File: src/rtl/codec_cfg_sequencer_if.sv
// ============================================================================
//  Module      : codec_cfg_sequencer_if
//  Description : Request, I2C-engine and status signals of the WM8731
//                configuration sequencer, bundled as one interface.
//  Revision    : 1.0  initial release
// ============================================================================
`default_nettype none

interface codec_cfg_sequencer_if;
  // runtime requester side
  logic        req_valid;
  logic [6:0]  req_reg;
  logic [8:0]  req_data;
  logic        req_ready;
  // byte-level I2C write engine side
  logic        i2c_start;
  logic [23:0] i2c_word;
  logic        i2c_done;
  logic        i2c_nack;
  // status
  logic        init_done;
  logic        err;

  // the sequencer drives the engine and answers the requester
  modport master (
    input  req_valid, req_reg, req_data, i2c_done, i2c_nack,
    output req_ready, i2c_start, i2c_word, init_done, err
  );

  // the surrounding logic: requester, engine and status consumer
  modport slave (
    output req_valid, req_reg, req_data, i2c_done, i2c_nack,
    input  req_ready, i2c_start, i2c_word, init_done, err
  );
endinterface

`default_nettype wire

File: src/rtl/codec_cfg_sequencer.sv
// ============================================================================
//  Module      : codec_cfg_sequencer
//  Description : Owns the I2C write engine for the WM8731 codec. Writes a
//                fixed 7-word init table after reset, then serves runtime
//                register writes. Inserts bus-free gaps, retries NACKed
//                writes and reports completion / abandonment.
//  Revision    : 1.0  initial release
// ============================================================================
`default_nettype none

module codec_cfg_sequencer #(
  parameter logic [7:0]  DEV_ADDR   = 8'h34,
  parameter int unsigned GAP_CYCLES = 16,
  parameter int unsigned MAX_RETRY  = 3
) (
  input wire                    clk,
  input wire                    rst,
  codec_cfg_sequencer_if.master bus
);

  // gap counter runs 0 .. GAP_CYCLES-1
  localparam int GAP_W   = (GAP_CYCLES > 1) ? $clog2(GAP_CYCLES) : 1;
  // retry counter holds 0 .. MAX_RETRY, never narrower than 2 bits
  localparam int RETRY_W = ($clog2(MAX_RETRY + 1) > 2) ? $clog2(MAX_RETRY + 1) : 2;

  localparam logic [GAP_W-1:0]   GAP_LAST  = GAP_W'(GAP_CYCLES - 1);
  localparam logic [GAP_W-1:0]   GAP_ONE   = GAP_W'(1);
  localparam logic [RETRY_W-1:0] RETRY_MAX = RETRY_W'(MAX_RETRY);
  localparam logic [RETRY_W-1:0] RETRY_ONE = RETRY_W'(1);
  localparam logic [2:0]         INIT_LEN  = 3'd7;

  typedef enum logic [2:0] {
    S_INIT_ISSUE = 3'd0,
    S_INIT_WAIT  = 3'd1,
    S_GAP        = 3'd2,
    S_READY      = 3'd3,
    S_RT_ISSUE   = 3'd4,
    S_RT_WAIT    = 3'd5,
    S_FAIL       = 3'd6
  } state_t;

  state_t               state_q,      state_d;
  logic [2:0]           index_q,      index_d;
  logic [RETRY_W-1:0]   retry_q,      retry_d;
  logic [GAP_W-1:0]     gap_cnt_q,    gap_cnt_d;
  logic                 rt_pending_q, rt_pending_d;
  logic                 req_ready_q,  req_ready_d;
  logic                 i2c_start_q,  i2c_start_d;
  logic [23:0]          i2c_word_q,   i2c_word_d;
  logic                 init_done_q,  init_done_d;
  logic                 err_q,        err_d;

  // codec init table: {reg[6:0], data[8:0]}; index 0 is the codec reset
  function automatic logic [15:0] init_entry(input logic [2:0] idx);
    logic [15:0] e;
    case (idx)
      3'd0:    e = {7'h0F, 9'h000};
      3'd1:    e = {7'h04, 9'h015};
      3'd2:    e = {7'h05, 9'h000};
      3'd3:    e = {7'h06, 9'h000};
      3'd4:    e = {7'h07, 9'h042};
      3'd5:    e = {7'h08, 9'h019};
      3'd6:    e = {7'h09, 9'h001};
      default: e = 16'h0000;
    endcase
    return e;
  endfunction

  // next-state and next-output logic; outputs are all registered, so an
  // ISSUE state loads the word and the start pulse appears in the WAIT cycle
  always_comb begin
    state_d      = state_q;
    index_d      = index_q;
    retry_d      = retry_q;
    gap_cnt_d    = gap_cnt_q;
    rt_pending_d = rt_pending_q;
    req_ready_d  = 1'b0;
    i2c_start_d  = 1'b0;
    i2c_word_d   = i2c_word_q;
    init_done_d  = init_done_q;
    err_d        = err_q;

    case (state_q)
      S_INIT_ISSUE: begin
        i2c_word_d  = {DEV_ADDR, init_entry(index_q)};
        i2c_start_d = 1'b1;
        state_d     = S_INIT_WAIT;
      end

      S_INIT_WAIT: begin
        if (bus.i2c_done) begin
          if (!bus.i2c_nack) begin
            retry_d   = '0;
            index_d   = (index_q == INIT_LEN) ? index_q : index_q + 3'd1;
            gap_cnt_d = '0;
            state_d   = S_GAP;
          end else if (retry_q < RETRY_MAX) begin
            // same index is re-issued after the gap
            retry_d   = retry_q + RETRY_ONE;
            gap_cnt_d = '0;
            state_d   = S_GAP;
          end else begin
            // init cannot complete; park until reset
            err_d   = 1'b1;
            state_d = S_FAIL;
          end
        end
      end

      S_GAP: begin
        if (gap_cnt_q == GAP_LAST) begin
          if (index_q != INIT_LEN) begin
            state_d = S_INIT_ISSUE;
          end else if (rt_pending_q) begin
            state_d = S_RT_ISSUE;
          end else begin
            state_d     = S_READY;
            req_ready_d = 1'b1;
            init_done_d = 1'b1;
          end
        end else begin
          gap_cnt_d = gap_cnt_q + GAP_ONE;
        end
      end

      S_READY: begin
        if (bus.req_valid && req_ready_q) begin
          i2c_word_d   = {DEV_ADDR, bus.req_reg, bus.req_data};
          rt_pending_d = 1'b1;
          state_d      = S_RT_ISSUE;
        end else begin
          req_ready_d = 1'b1;
        end
      end

      S_RT_ISSUE: begin
        i2c_start_d = 1'b1;
        state_d     = S_RT_WAIT;
      end

      S_RT_WAIT: begin
        if (bus.i2c_done) begin
          gap_cnt_d = '0;
          state_d   = S_GAP;
          if (!bus.i2c_nack) begin
            retry_d      = '0;
            rt_pending_d = 1'b0;
          end else if (retry_q < RETRY_MAX) begin
            // keep the request pending so the gap leads back to RT_ISSUE
            retry_d = retry_q + RETRY_ONE;
          end else begin
            // runtime write is dropped; service continues after the gap
            err_d        = 1'b1;
            retry_d      = '0;
            rt_pending_d = 1'b0;
          end
        end
      end

      S_FAIL: begin
        init_done_d = 1'b0;
      end

      default: begin
        state_d = S_INIT_ISSUE;
      end
    endcase
  end

  // state, counters and registered outputs; reset restarts the init table
  always_ff @(posedge clk or negedge rst) begin
    if (!rst) begin
      state_q      <= S_INIT_ISSUE;
      index_q      <= '0;
      retry_q      <= '0;
      gap_cnt_q    <= '0;
      rt_pending_q <= 1'b0;
      req_ready_q  <= 1'b0;
      i2c_start_q  <= 1'b0;
      i2c_word_q   <= '0;
      init_done_q  <= 1'b0;
      err_q        <= 1'b0;
    end else begin
      state_q      <= state_d;
      index_q      <= index_d;
      retry_q      <= retry_d;
      gap_cnt_q    <= gap_cnt_d;
      rt_pending_q <= rt_pending_d;
      req_ready_q  <= req_ready_d;
      i2c_start_q  <= i2c_start_d;
      i2c_word_q   <= i2c_word_d;
      init_done_q  <= init_done_d;
      err_q        <= err_d;
    end
  end

  assign bus.req_ready = req_ready_q;
  assign bus.i2c_start = i2c_start_q;
  assign bus.i2c_word  = i2c_word_q;
  assign bus.init_done = init_done_q;
  assign bus.err       = err_q;

endmodule

`default_nettype wire

File: src/flat_wrapper.sv
// flat-port wrapper written by rule: the top's interface ports become plain ports
module codec_cfg_sequencer_flat 
#(
  parameter logic [7:0]  DEV_ADDR   = 8'h34,
  parameter int unsigned GAP_CYCLES = 16,
  parameter int unsigned MAX_RETRY  = 3
)
  (clk, rst, bus_req_valid, bus_req_reg, bus_req_data, bus_i2c_done, bus_i2c_nack, bus_req_ready, bus_i2c_start, bus_i2c_word, bus_init_done, bus_err);
  codec_cfg_sequencer_if bus_i ();
  input wire clk;
  input wire rst;
  input wire logic [$bits(bus_i.req_valid)-1:0] bus_req_valid;
  input wire logic [$bits(bus_i.req_reg)-1:0] bus_req_reg;
  input wire logic [$bits(bus_i.req_data)-1:0] bus_req_data;
  input wire logic [$bits(bus_i.i2c_done)-1:0] bus_i2c_done;
  input wire logic [$bits(bus_i.i2c_nack)-1:0] bus_i2c_nack;
  output wire logic [$bits(bus_i.req_ready)-1:0] bus_req_ready;
  output wire logic [$bits(bus_i.i2c_start)-1:0] bus_i2c_start;
  output wire logic [$bits(bus_i.i2c_word)-1:0] bus_i2c_word;
  output wire logic [$bits(bus_i.init_done)-1:0] bus_init_done;
  output wire logic [$bits(bus_i.err)-1:0] bus_err;
  assign bus_i.req_valid = bus_req_valid;
  assign bus_i.req_reg = bus_req_reg;
  assign bus_i.req_data = bus_req_data;
  assign bus_i.i2c_done = bus_i2c_done;
  assign bus_i.i2c_nack = bus_i2c_nack;
  assign bus_req_ready = bus_i.req_ready;
  assign bus_i2c_start = bus_i.i2c_start;
  assign bus_i2c_word = bus_i.i2c_word;
  assign bus_init_done = bus_i.init_done;
  assign bus_err = bus_i.err;
  codec_cfg_sequencer #(.DEV_ADDR(DEV_ADDR), .GAP_CYCLES(GAP_CYCLES), .MAX_RETRY(MAX_RETRY)) u_core (.clk(clk), .rst(rst), .bus(bus_i));
endmodule
File: config.mk
export PLATFORM = sky130hd
export DESIGN_NAME = codec_cfg_sequencer_flat
export DESIGN_NICKNAME = d
export VERILOG_FILES = /design/src/rtl/codec_cfg_sequencer_if.sv /design/src/rtl/codec_cfg_sequencer.sv /design/src/flat_wrapper.sv
export SDC_FILE = /design/constraint.sdc
export NUM_CORES = 1
export LEC_CHECK = 0
export ABC_AREA = 1
export CAP_MARGIN = 20
export CORE_AREA = 2 2 97 71
export DETAILED_ROUTE_END_ITERATION = 10
export DIE_AREA = 0 0 99 73
export HOLD_SLACK_MARGIN = 0.06
export SLEW_MARGIN = 0
export SYNTH_ARGS = -nofsm -noshare
export SYNTH_HDL_FRONTEND = slang
export SYNTH_SLANG_ARGS = --single-unit
File: constraint.sdc
create_clock -name clk -period 2 [get_ports clk]
set_input_delay 0.4 -clock clk [delete_from_list [all_inputs] [get_ports clk]]
set_output_delay 0.4 -clock clk [all_outputs]
set_load 0.1 [all_outputs]
==> results of run 1 <==
-- registers in the layout, summed over array words and instances, names as in the netlist, 2 cells and up --
| signal | count |
|---|---|
| u_core.retry_q | 2 |
| u_core.bus.i2c_word | 17 |
| u_core.state_q | 3 |
| u_core.index_q | 3 |
| u_core.gap_cnt_q | 4 |
-- final cells by class --
class / count / area [µm²]
tap: 81 / 101.3
timing repair buffer: 44 / 375.4
clock buffer: 8 / 110.1
multi-input combinational: 181 / 837.1
fill: 676 / 4063
inverter: 20 / 75.07
sequential: 34 / 850.8
-- power groups by stage --
stage | combinational, mW | clock [mW] | sequential (mW)
finish | 2.15 | 0.594 | 1.09
detailed placement | 2.16 | 0 | 1.10
floorplan | 0.759 | 0 | 2.06
global placement | 2.14 | 0 | 1.11
CTS | 2.16 | 0.621 | 1.10
global route | 2.32 | 0.645 | 1.13
-- layer usage --
layer,share of wire [%],up-vias
li1,-,835
met1,50,722
met2,42,43
met3,6.2,8
met4,2.0,0
met5,0,-
-- worst max-delay path, delay by kind of cell (launching register included) --
kind | cells | cell delay (ps)
and+or+nand+nor | 4 | 830
DFF | 1 | 490
buffers and inverters | 1 | 130
-- through the flow --
| stage | worst slack (ps) | power (mW) | std cells | util (%) |
|---|---|---|---|---|
| final | 439.0 | 3.836 | 368 | 36.64 |
| after global routing | 266.7 | 4.098 | 368 | 36.64 |
| after CTS | 430.5 | 3.879 | 368 | 36.64 |
| after detailed placement | 253.4 | 3.264 | 360 | 34.93 |
| after global placement | 294.6 | 3.252 | 360 | 34.93 |
| after floorplan | 249.1 | 2.822 | 247 | - |
-- how the worst max path moves through the flow --
stage	startpoint	to	slack [ps]
final	u_core.state_q[2]$_DFFE_PN0P_	u_core.bus.i2c_word[11]$_DFFE_PN0P_	440
after global routing	u_core.state_q[2]$_DFFE_PN0P_	u_core.bus.i2c_word[11]$_DFFE_PN0P_	270
after CTS	u_core.state_q[2]$_DFFE_PN0P_	u_core.bus.i2c_word[11]$_DFFE_PN0P_	430
after detailed placement	bus_req_valid	u_core.bus.i2c_word[10]$_DFFE_PN0P_	250
after global placement	bus_req_valid	u_core.bus.i2c_word[10]$_DFFE_PN0P_	290
after floorplan	u_core.bus.i2c_word[20]$_DFFE_PN0P_	bus_i2c_word[20]	250
-- cells in the final DEF (no fill, tap or decap), types with 3 or more instances in the layout --
cell,n
nand2_1,97
dfrtp_1,34
nand3_1,24
buf_4,24
nor2_1,19
clkdlybuf4s50_1,19
inv_1,18
o21ai_0,10
clkbuf_8,8
ha_1,7
a21oi_1,6
conb_1,5
or2_2,3
-- cells by family after synthesis --
kind of cell	after synthesis	synth area share (%)
and+or+nand+nor	150	34.18
DFF	34	46.38
buffers and inverters	32	8.799
AOI/OAI and AO/OA	18	5.185
adders and majority gates	7	4.775
xor gates and xnor gates	1	0.4776
other	1	0.2044
==> qor.csv, run 1 <==
metric,value,unit
status,finished clean,
maxCapViolCount,0,
final_nets,314,
max_freq,640.6,MHz
post_cts_buffers,0,
die_y,73,µm
ys_types,23,
cts_made_buffers,5,
path_cells,inv_2 > nand3_1 > or2_2 > nand3_1 > nand2_1,
cts_max_level,2,
syn2layout_area_growth,28.10,%
setup_viol,0,
fin_setup_tns,0,ps
fin_crit_sh,78.05,%
synth_most_common_cell,nand2_1,
whs,187.1,ps
clkSlewWorstSetupHoldPaths,70,ps
syn-mean-instance-area,7.548,µm²
dieArea,0.007227,mm²
critPathSlowestCell,dfrtp_1,
critPathMaxFanout,12,
cellPowerDensity,1632,mW/mm²
synthTopCellsByArea,"dfrtp_1 (46%), nand2_1 (20%), nand3_1 (6.5%), ha_1 (4.8%), nor2_1 (3.9%)",
start_kind,flop,
worst_pin_slew,778.8,ps
cts_tree,yes,
post-route-drc-count,0,
ff2ff_setup_slack,440,ps
drive_gt1_share,14.63,%
ys.flop_type,dfrtp_1,
routed-via-count,1608,
grt_busiest_layer,met2,
slowest_delay,490,ps
crit_type,reg -> reg,
place_area,0.002240,mm²
vdd_drop_max,0.0005687,V
worstPathArrival,1740,ps
hold_viol,0,
r2r_end,u_core.bus.i2c_word[11]$_DFFE_PN0P_,
met3_usage,3.352,%
yosysTopAreaCell,dfrtp_1,
maxSlewHeadroom,48.08,%
ys_ff_latch,34,
start_util,28.60,%
insertion_delay,290,ps
switchingPower,2.110,mW
grt_pass1_wl,6996,µm
grt-ovfl-total,0,
worstHoldPathType,in -> async,
internal-power,1.726,mW
rows,25,
crit_top_cell,nand3_1,
grt_use_met1,16.92,%
netlist_area,0.001834,mm²
gr-usage-met2,18.39,%
track_usage,12.42,%
leakage,1.299,nW
rr_worst_depth,5,
synth_warnings,0,
core_area,0.006412,mm²
synth_edf_count,0,
ctsResizeCount,0,
slew_viol_final,0,
cts.root.buffer_cell,clkbuf_8,
gp_congestion,0.8336,
die_x,99,µm
antenna_cells,0,
synthCells,243,
synthArstFlopShare,100.0,%
rsz0062_at_grt,false,
grt_pass1_vias,1490,
io_pins,49,
wire_per_inst,11.22,µm
clock_power_share,15.5,%
synth_common_cells,"nand2_1 (97), dfrtp_1 (34), nand3_1 (24)",
io_buffers,43,
avgViaCountPerCell,4.370,
drt-pass1-iter-count,4,
yosysSeqAreaShare,46.38,%
synth_top_area_share,46.38,%
clkSinkCount,34,
reg2reg_from,u_core.state_q[2]$_DFFE_PN0P_,
finalClockSkew,4.299,ps
grt_max_degree,35,
p_sw_share,55.01,%
worstSetupEndpointType,flop,
finish.instance_area,0.002350,mm²
postCtsHoldBufs,0,
ant_nets,0,
dp_hpwl,3086,µm
clock_path_buffers,2,
wl,4130,µm
layout_min_cycle_time,1561,ps
drtIter0Drc,73,
required,2180,ps
seq_power_share,28.5,%
antenna_found_initial,0,
combPwrFrac,56.0,%
No activity file was read; power rests on OpenSTA's default activity.
==> inputs of run 2 (changes only) <==
- clock period: 2 -> 1.47 ns (I/O delays scaled with it)
==> run 2 against run 1 <==
Compared with the run above: first-iteration DRC count is 45% higher; hold slack better by 310 ps; global-route usage is 0.10 points lower; cell area is 19% higher; setup slack worse by 350 ps; sequential power is 48% higher; maximum frequency is 13% higher; clock skew is 1.6 ps lower; routed wire length is 1.7% higher; clock power is 42% higher; total power is 57% higher; critical path depth stayed put; largest power group unchanged.
==> qor.csv, run 2 (synthesis gave the netlist of run 1 again) <==
metric,value,unit,change
r2r_end,u_core.bus.i2c_word[10]$_DFFE_PN0P_,,was u_core.bus.i2c_word[11]$_DFFE_PN0P_
dp_hpwl,3153,µm,was 3086 µm
ant_nets,0,,unchanged
clkSinkCount,34,,unchanged
status,finished clean,,unchanged
core_area,0.006412,mm²,unchanged
final-seq-area,854.6,µm²,was 850.8 µm²
worstPathArrival,1530,ps,was 1740 ps
wl,4201,µm,was 4130 µm
slew_viol_final,0,,unchanged
die_x,99,µm,unchanged
worstSetupEndpointType,flop,,unchanged
finalClockSkew,2.725,ps,was 4.299 ps
grt_pass1_wl,6989,µm,was 6996 µm
numPlacedInstances,374,,was 360
grt_max_degree,35,,unchanged
antenna_cells,0,,unchanged
avgViaCountPerCell,4.244,,was 4.370
cts_max_level,2,,unchanged
instances_no_fill,385,,was 368
fin_setup_tns,0,ps,unchanged
dieArea,0.007227,mm²,unchanged
syn2layout_area_growth,52.59,%,was 28.10%
layout_min_cycle_time,1377,ps,was 1561 ps
routed-via-count,1634,,was 1608
max_freq,726.1,MHz,was 640.6 MHz
vdd_drop_max,0.001316,V,was 0.0005687 V
leakage,1.458,nW,was 1.299 nW
reg2reg_from,u_core.state_q[2]$_DFFE_PN0P_,,unchanged
setup_viol,0,,unchanged
drtIter0Drc,106,,was 73
die_y,73,µm,unchanged
pre_cts_slack,-32.21,ps,was 253.4 ps
crit_path_start,u_core.state_q[2]$_DFFE_PN0P_,,unchanged
maxCapViolCount,0,,unchanged
antenna_found_initial,0,,unchanged
nFillCells,635,,was 676
drive_gt1_share,23.03,%,was 14.63%
fin_crit_sh,93.68,%,was 78.05%
mostFrequentLayoutCells,"nand2_1 (94), dfrtp_1 (31), nand3_1 (23), buf_12 (23), clkdlybuf4s50_1 (19)",,"was nand2_1 (97), dfrtp_1 (34), nand3_1 (24), buf_4 (24)"
cellPowerDensity,2150,mW/mm²,was 1632 mW/mm²
io_pins,49,,unchanged
worstHoldPathType,reg -> reg,,was in -> async
crit_end,u_core.bus.i2c_word[10]$_DFFE_PN0P_,,was u_core.bus.i2c_word[11]$_DFFE_PN0P_
wire_per_inst,10.91,µm,was 11.22 µm
cts_made_buffers,5,,unchanged
power,6.019,mW,was 3.836 mW
track_usage,12.32,%,was 12.42%
start_kind,flop,,unchanged
drt-pass1-iter-count,4,,unchanged
final_nets,331,,was 314
clkSlewWorstSetupHoldPaths,70,ps,about the same
cts_tree,yes,,unchanged
crit_type,reg -> reg,,unchanged
critPathMaxFanout,9,,was 12
io_buffers,43,,unchanged
rr_worst_depth,5,,unchanged
largest_register_ffs,17,,unchanged
clock_path_buffers,2,,unchanged
cts.root.buffer_cell,clkbuf_8,,unchanged
post-route-drc-count,0,,unchanged
fin_ws,92.86,ps,was 439.0 ps
insertion_delay,280,ps,was 290 ps
rows,25,,unchanged
layout_commonest_cell,nand2_1,,unchanged
whs,495.8,ps,was 187.1 ps
gp_congestion,0.9230,,was 0.8336
grt_pass1_vias,1491,,was 1490
start_util,28.60,%,unchanged
grt-ovfl-total,0,,unchanged
ff2ff_setup_slack,90,ps,was 440 ps
required,1630,ps,was 2180 ps
multi_input_area,865.8,µm²,was 837.1 µm²
hold_viol,0,,unchanged
[run 2: final cells by class]
cell class | instances | share of cell area, %
Clock buffer | 5 | 2.459
Clock inverter | 3 | 1.430
Inverter | 20 | 2.682
Multi-Input combinational cell | 181 | 30.93
Sequential cell | 34 | 30.53
Tap cell | 81 | 3.621
Timing Repair Buffer | 61 | 28.34
[run 2: worst min path at each step]
stage | start | end | cells after the start
2_1_floorplan | rst | u_core.bus.err$_DFFE_PN0P_ | 0
4_1_cts | u_core.retry_q[1]$_DFFE_PN0P_ | u_core.retry_q[1]$_DFFE_PN0P_ | 2
6_report | u_core.retry_q[0]$_DFFE_PN0P_ | u_core.retry_q[0]$_DFFE_PN0P_ | 1
3_3_place_gp | rst | u_core.bus.err$_DFFE_PN0P_ | 2
3_5_place_dp | rst | u_core.bus.err$_DFFE_PN0P_ | 2
5_1_grt | u_core.retry_q[0]$_DFFE_PN0P_ | u_core.retry_q[0]$_DFFE_PN0P_ | 1
[run 2: report_power, final]
part	total (mW)	internal, mW	switching [mW]
Sequential	1.61	1.24	0.363
Combinational	3.57	1.24	2.33
Clock	0.842	0.499	0.343
Total	6.02	2.98	3.03
[run 2: per-layer routing]
| metal | share of wire (%) | wire (µm) | vias up | GRT usage (%) |
|---|---|---|---|---|
| met5 | 0 | 0 | - | 0 |
| met4 | 1.1 | 46 | 0 | 4.566 |
| met3 | 4.4 | 183 | 5 | 3.161 |
| met2 | 42 | 1778 | 34 | 17.94 |
| met1 | 52 | 2192 | 725 | 17.65 |
| li1 | - | - | 870 | - |
[run 2: through the flow]
step	util [%]	cell area (µm²)
finish	43.65	2799
CTS	43.06	2761
global placement	41.09	2635
floorplan	-	1852
detailed placement	41.09	2635
global route	43.65	2799
[run 2: timing repair]
action                                  4_1_cts  5_1_grt
setup buffers                                 1        1
endpoints found under the setup margin        1       25
hold buffers                                  1        0
resized for setup                             0       10
pin swaps                                     1        2
endpoints found under the hold margin        34        0
[run 2: critical path, cell delays in order, from the launching register on]
cell and delay [ps]:
dfrtp_1 490, inv_2 150, nand3_1 140, buf_4 200
o21ai_0 170, o21ai_0 100
